[src/rtl/mul_seq_pkg.sv]
// Shared types and widths for the sequential 32x32 multiplier controller.
// Holds the FSM state encoding and the captured-operand record.
package mul_seq_pkg;

    localparam int OP_W   = 32;
    localparam int PROD_W = 64;
    localparam int CNT_W  = 5;

    typedef enum logic [1:0] {
        IDLE = 2'd0,
        RUN  = 2'd1,
        DONE = 2'd2
    } state_t;

    typedef struct packed {
        logic [OP_W-1:0] a;
        logic [OP_W-1:0] b;
        logic            id;
    } op_t;

endpackage

[src/rtl/mul_seq_add64.sv]
// Purpose: 64-bit unsigned adder shared by the shift-add multiplier datapath.
// Latency: combinational, zero cycles.
// Backpressure: none; a pure function of its inputs.
module mul_seq_add64
    import mul_seq_pkg::*;
(
    input  logic [PROD_W-1:0] a,
    input  logic [PROD_W-1:0] b,
    output logic [PROD_W-1:0] s
);

    assign s = a + b;

endmodule

[src/rtl/mul32_seq_ctrl.sv]
// Purpose: two-requester round-robin front end for a 32-cycle shift-add 32x32 multiplier.
// Latency: accept in cycle T, res_valid first high in cycle T+33.
// Backpressure: result held in DONE until res_ready; no new request accepted until then.
module mul32_seq_ctrl
    import mul_seq_pkg::*;
(
    input  logic              clk,
    input  logic              rst_n,
    input  logic              req0_valid,
    output logic              req0_ready,
    input  logic [OP_W-1:0]   req0_a,
    input  logic [OP_W-1:0]   req0_b,
    input  logic              req1_valid,
    output logic              req1_ready,
    input  logic [OP_W-1:0]   req1_a,
    input  logic [OP_W-1:0]   req1_b,
    output logic              res_valid,
    input  logic              res_ready,
    output logic [PROD_W-1:0] res_p,
    output logic              res_id,
    output logic              busy
);

    state_t              state;
    op_t                 op;
    logic [PROD_W-1:0]   acc;
    logic [CNT_W-1:0]    cnt;
    logic                last_gnt;

    logic                gnt_id;
    logic                accept;
    logic [PROD_W-1:0]   addend;
    logic [PROD_W-1:0]   sum;

    // With both pending, favour the one not served last; reset leaves last_gnt=1 so req0 wins first.
    always_comb begin
        gnt_id = req1_valid;
        if (req0_valid && req1_valid) begin
            gnt_id = ~last_gnt;
        end
    end

    assign accept     = rst_n && (state == IDLE) && (req0_valid || req1_valid);
    assign req0_ready = accept && !gnt_id;
    assign req1_ready = accept && gnt_id;

    assign addend = {{OP_W{1'b0}}, op.a} << cnt;

    mul_seq_add64 u_add (
        .a (acc),
        .b (addend),
        .s (sum)
    );

    always_ff @(posedge clk) begin
        if (!rst_n) begin
            state    <= IDLE;
            op       <= '0;
            acc      <= '0;
            cnt      <= '0;
            last_gnt <= 1'b1;
        end else begin
            case (state)
                IDLE: begin
                    if (accept) begin
                        op.a     <= gnt_id ? req1_a : req0_a;
                        op.b     <= gnt_id ? req1_b : req0_b;
                        op.id    <= gnt_id;
                        acc      <= '0;
                        cnt      <= '0;
                        last_gnt <= gnt_id;
                        state    <= RUN;
                    end
                end
                RUN: begin
                    if (op.b[cnt]) begin
                        acc <= sum;
                    end
                    cnt <= cnt + CNT_W'(1);
                    if (cnt == CNT_W'(OP_W - 1)) begin
                        state <= DONE;
                    end
                end
                DONE: begin
                    if (res_ready) begin
                        state <= IDLE;
                    end
                end
                default: state <= IDLE;
            endcase
        end
    end

    assign res_valid = (state == DONE);
    assign res_p     = acc;
    assign res_id    = op.id;
    assign busy      = (state != IDLE);

endmodule

[config.mk]
export PLATFORM = sky130hd
export DESIGN_NAME = mul32_seq_ctrl
export DESIGN_NICKNAME = d
export VERILOG_FILES = /design/src/rtl/mul_seq_pkg.sv /design/src/rtl/mul_seq_add64.sv /design/src/rtl/mul32_seq_ctrl.sv
export SDC_FILE = /design/constraint.sdc
export NUM_CORES = 1
export LEC_CHECK = 0
export BUFFER_PORTS_ARGS = -buffer_cell sky130_fd_sc_hd__buf_2
export CAP_MARGIN = 5
export CELL_PAD_IN_SITES_DETAIL_PLACEMENT = 1
export CELL_PAD_IN_SITES_GLOBAL_PLACEMENT = 1
export CORE_UTILIZATION = 39
export DETAILED_ROUTE_END_ITERATION = 10
export MAX_ROUTING_LAYER = met4
export PLACE_DENSITY_LB_ADDON = 0.1
export SYNTH_ARGS = -nofsm -noshare
export SYNTH_HDL_FRONTEND = slang
export SYNTH_HIERARCHICAL = 1
export SYNTH_SLANG_ARGS = --single-unit
[constraint.sdc]
create_clock -name clk -period 4.37 [get_ports clk]
set_clock_uncertainty 0.1 [all_clocks]
set_input_delay 0.6555 -clock clk [delete_from_list [all_inputs] [get_ports clk]]
set_output_delay 0.6555 -clock clk [all_outputs]
set_load 0.03 [all_outputs]
==> results by group <==
Job
  • Max_cap viols: 0

Clock tree
  • CTS tree: done
  • Clk pin slew, worst setup/hold paths: about 70 ps
  • Cts bufs inserted: 17
  • Root Buffer Master: clkbuf_16
  • Clock Tree Buf Depth: 2
  • Clock Latency Late Sink: between 400 and 500 ps
  • H-tree levels: 4
  • # hold bufs at CTS: 0
  • Total clock sinks: 137

Worst setup path
  • CP startpoint: cnt[0]
  • Crit-path slowest cell: mux4_2
  • Required @ worst endpoint: around 4700 ps
  • CP arrival: 4660 ps
  • Top Family by Delay on Critical Path: multiplexers
  • Critical path type: flop to flop
  • FF-to-FF Start: cnt[0]
  • Crit path max fanout: 9
  • CP endpoint kind: flop
  • Crit-path cells: buf_12 -> mux4_2 -> mux2_2 -> buf_4 -> mux2i_2 -> mux2i_1 -> ha_1 -> nand2_1 -> buf_4 -> nor4_4 -> nand4_1 -> o31a_1 -> nand3_2 -> a21oi_4 -> o31a_1 -> o21ai_2 -> xor2_1 -> nand2_1 -> mux2i_1
  • Crit path buf inv count: 3
  • Critical Path Source Type: flop
  • Worst path max stage delay: 530 ps

Cells and area
  • Filler Cells Inserted: around 3600
  • Multi-input gate area: ~0.009 mm2
  • Ant diodes: 0
  • Reg area: about 0.0027 mm2
  • Final nets: ~2000
  • Non-Filler Instances: ~2200
  • Share of cells above drive strength 1: 0.338
  • Area growth, synth to finish: 30.4%
  • Final core utilization: 0.520

Worst hold path
  • Worst hold start: req1_b[26]
  • Hold WC Path Type: input pin to flop

STA
  • F_max: roughly 230 MHz
  • Hold Vio Cnt, Final: 0
  • Tmin final: roughly 4400 ps
  • Relative slew slack: 0.397
  • WHS: 324 ps
  • Final Slew Violations: 0
  • RSZ-0062 raised after global routing: true
  • Final WS setup: -1.05 ps
  • Period utilization: 1.00
  • Transition time of the tightest slew-check pin: between 900 and 1000 ps
  • Endpoints failing setup: 1

GRT
  • Total track usage: 0.279
  • Vias in the first global route: 12200
  • Initial antenna violation count: 0
  • Grt total ovfl: 0
  • Largest net degree at the start of global routing: 99
  • First-pass GRT wire length: around 66 mm

Die
  • IO Pins: 202
  • Rows: 63
  • Die ar.: roughly 0.031 mm2
  • Die W: ~180 um
  • Core area: 0.0298 mm2
  • Die Ht: between 150 and 200 um
  • Initial Util: 0.399

Yosys
  • Warnings, synthesis: 6
  • Cells after Synth: 1429
  • Post-synth EDFFs: 0
  • Most used DFF post-synth: dfxtp_1
  • Yosys reg bits: roughly 140
  • Yosys top cell area share: 0.231
  • Async SR Flop Fraction: 0
  • Avg Inst Size Synth: about 8.3 um2
  • Seq/Total Area, Yosys: 0.231
  • Synth Net Count: approximately 1600
  • Synth area leader: dfxtp_1
  • Synth unique cells: 81
  • Top cells by area, synth: dfxtp_1, mux2i_1, nand2_1
  • Synth Cell Area: about 0.012 mm2

Pwr
  • Pwr dens: roughly 270 mW/mm2
  • Net switching power: 0.00146 W
  • Post-layout power: between 0.004 and 0.005 W
  • Clk pwr share: 0.345
  • Leakage: approximately 7.6 nW
  • Sw frac: 0.349
  • Pint: ~0.0027 W
  • Sequential share of power: 0.339
  • Max VDD drop: between 0.3 and 0.4 mV
  • Combinational share of power: 0.316

Route
  • Detailed Routing Iterations Pass 1: 5
  • Post-route ant nets: 0
  • Via density per instance: 5.52
  • Vias post-DR: about 12000
  • DRT Wirelength: approximately 42 mm
  • Routed len/inst: between 15 and 20 um
  • Post-route DRC violation count: 0
  • Initial DRC count: 480

Placed design
  • Post-DP HPWL: ~33 mm
  • Post-Place Cells: 2109
  • Placer Congestion: about 0.92
  • PortBufs: between 200 and 250

Status
  • Status: finished with violations
  • Failing checks: negative setup slack
## synthesized netlist by cell type (8+ instances only)
| master | n |
|---|---|
| inv_1 | 18 |
| nor2_1 | 85 |
| dfxtp_1 | 137 |
| xnor2_1 | 38 |
| buf_2 | 23 |
| a21o_1 | 34 |
| nand2b_1 | 9 |
| mux4_2 | 28 |
| nand4_1 | 22 |
| nor2b_1 | 16 |
| mux2i_1 | 183 |
| o21ai_1 | 8 |
| a31oi_1 | 8 |
| a21oi_1 | 82 |
| o21bai_1 | 15 |
| o21ai_0 | 62 |
| nand2_1 | 256 |
| ha_1 | 65 |
| o22ai_1 | 17 |
| xor2_1 | 24 |
| buf_1 | 12 |
| o211a_1 | 49 |
| mux2_2 | 24 |
| clkbuf_1 | 56 |
| nand3_1 | 30 |
## final timing paths
| kind | end | slack [ps] | depth (start not counted) |
|---|---|---|---|
| max | res_p[62] | -1 | 19 |
| min reg2reg | op[28] | 380 | 2 |
| min | op[27] | 320 | 2 |
| max reg2reg | res_p[62] | -1 | 19 |
## cell usage in the layout, fill, tap and decap left out, drive strengths merged, types with 8 or more instances in the layout
cell,Yosys,layout
mux2i,183,183
inv,19,28
o21bai,15,15
buf,43,405
ha,65,65
nand2b,9,9
a21oi,85,85
mux4,28,28
nor2b,17,17
nand3,32,32
xnor2,38,38
nand2,258,258
a31oi,8,8
dfxtp,137,137
mux2,24,24
o211a,49,49
nand4,22,22
o21ai,75,75
xor2,24,24
o22ai,17,17
nor2,86,86
clkbuf,58,18
a21o,34,34
## final cells by class
class | instances | area share
clock buffers | 18 | 0.0284
well taps | 390 | 0.0315
inverters | 20 | 0.00485
repair buffers | 405 | 0.170
flip-flops and latches | 137 | 0.178
clock inverters | 14 | 0.00824
multi-input cells | 1171 | 0.580
## cell families (layout without fill, tap and decap cells)
family | after synthesis | after routing | synth area share
buf+inv | 121 | 457 | 0.0456
compound gates | 344 | 344 | 0.204
mux | 235 | 235 | 0.230
simple gates | 463 | 463 | 0.173
other cells | 1 | 1 | 0.000316
xor+xnor | 62 | 62 | 0.0457
flops | 137 | 137 | 0.231
fa+ha+maj | 66 | 66 | 0.0702
## repair_timing
action | in CTS | in global routing
pin swaps | 11 | 20
endpoints found under the setup margin | 27 | 30
resized for setup | 42 | 60
setup buffers | 8 | 6
## power by group through the flow
stage,logic [W],clock network (W),registers (W)
floorplan,0.000791,0,0.00144
global placement,0.00125,0,0.00144
detailed placement,0.00127,0,0.00144
CTS,0.00130,0.00148,0.00141
global route,0.00143,0.00153,0.00143
finish,0.00132,0.00144,0.00142
## flip-flops by register name, indices dropped and copies added (netlist names)
register and cells:
res_p 64, state 2, res_id 1, op 64, last_gnt 1, cnt 5
## through the flow
stage	setup slack (ps)	instance area (um2)	setup TNS, ps
2_1_floorplan	127	11900	0
3_3_place_gp	-375	14400	-3480
3_5_place_dp	-338	14400	-4110
4_1_cts	12.8	15200	0
5_1_grt	-218	15500	-2220
6_report	-1.05	15500	-1.05
## per-layer routing
metal  global-route usage  vias to the layer above  part of all wire  wire, um
met5                    -                        -                 0         0
met4               0.0970                        0             0.026      1060
met3               0.0362                       59             0.031      1280
met2                0.447                      247              0.47     19500
met1                0.360                     5772              0.47     19700
li1                     -                     5826                 -         -
Power figures use the tool's default switching activity.
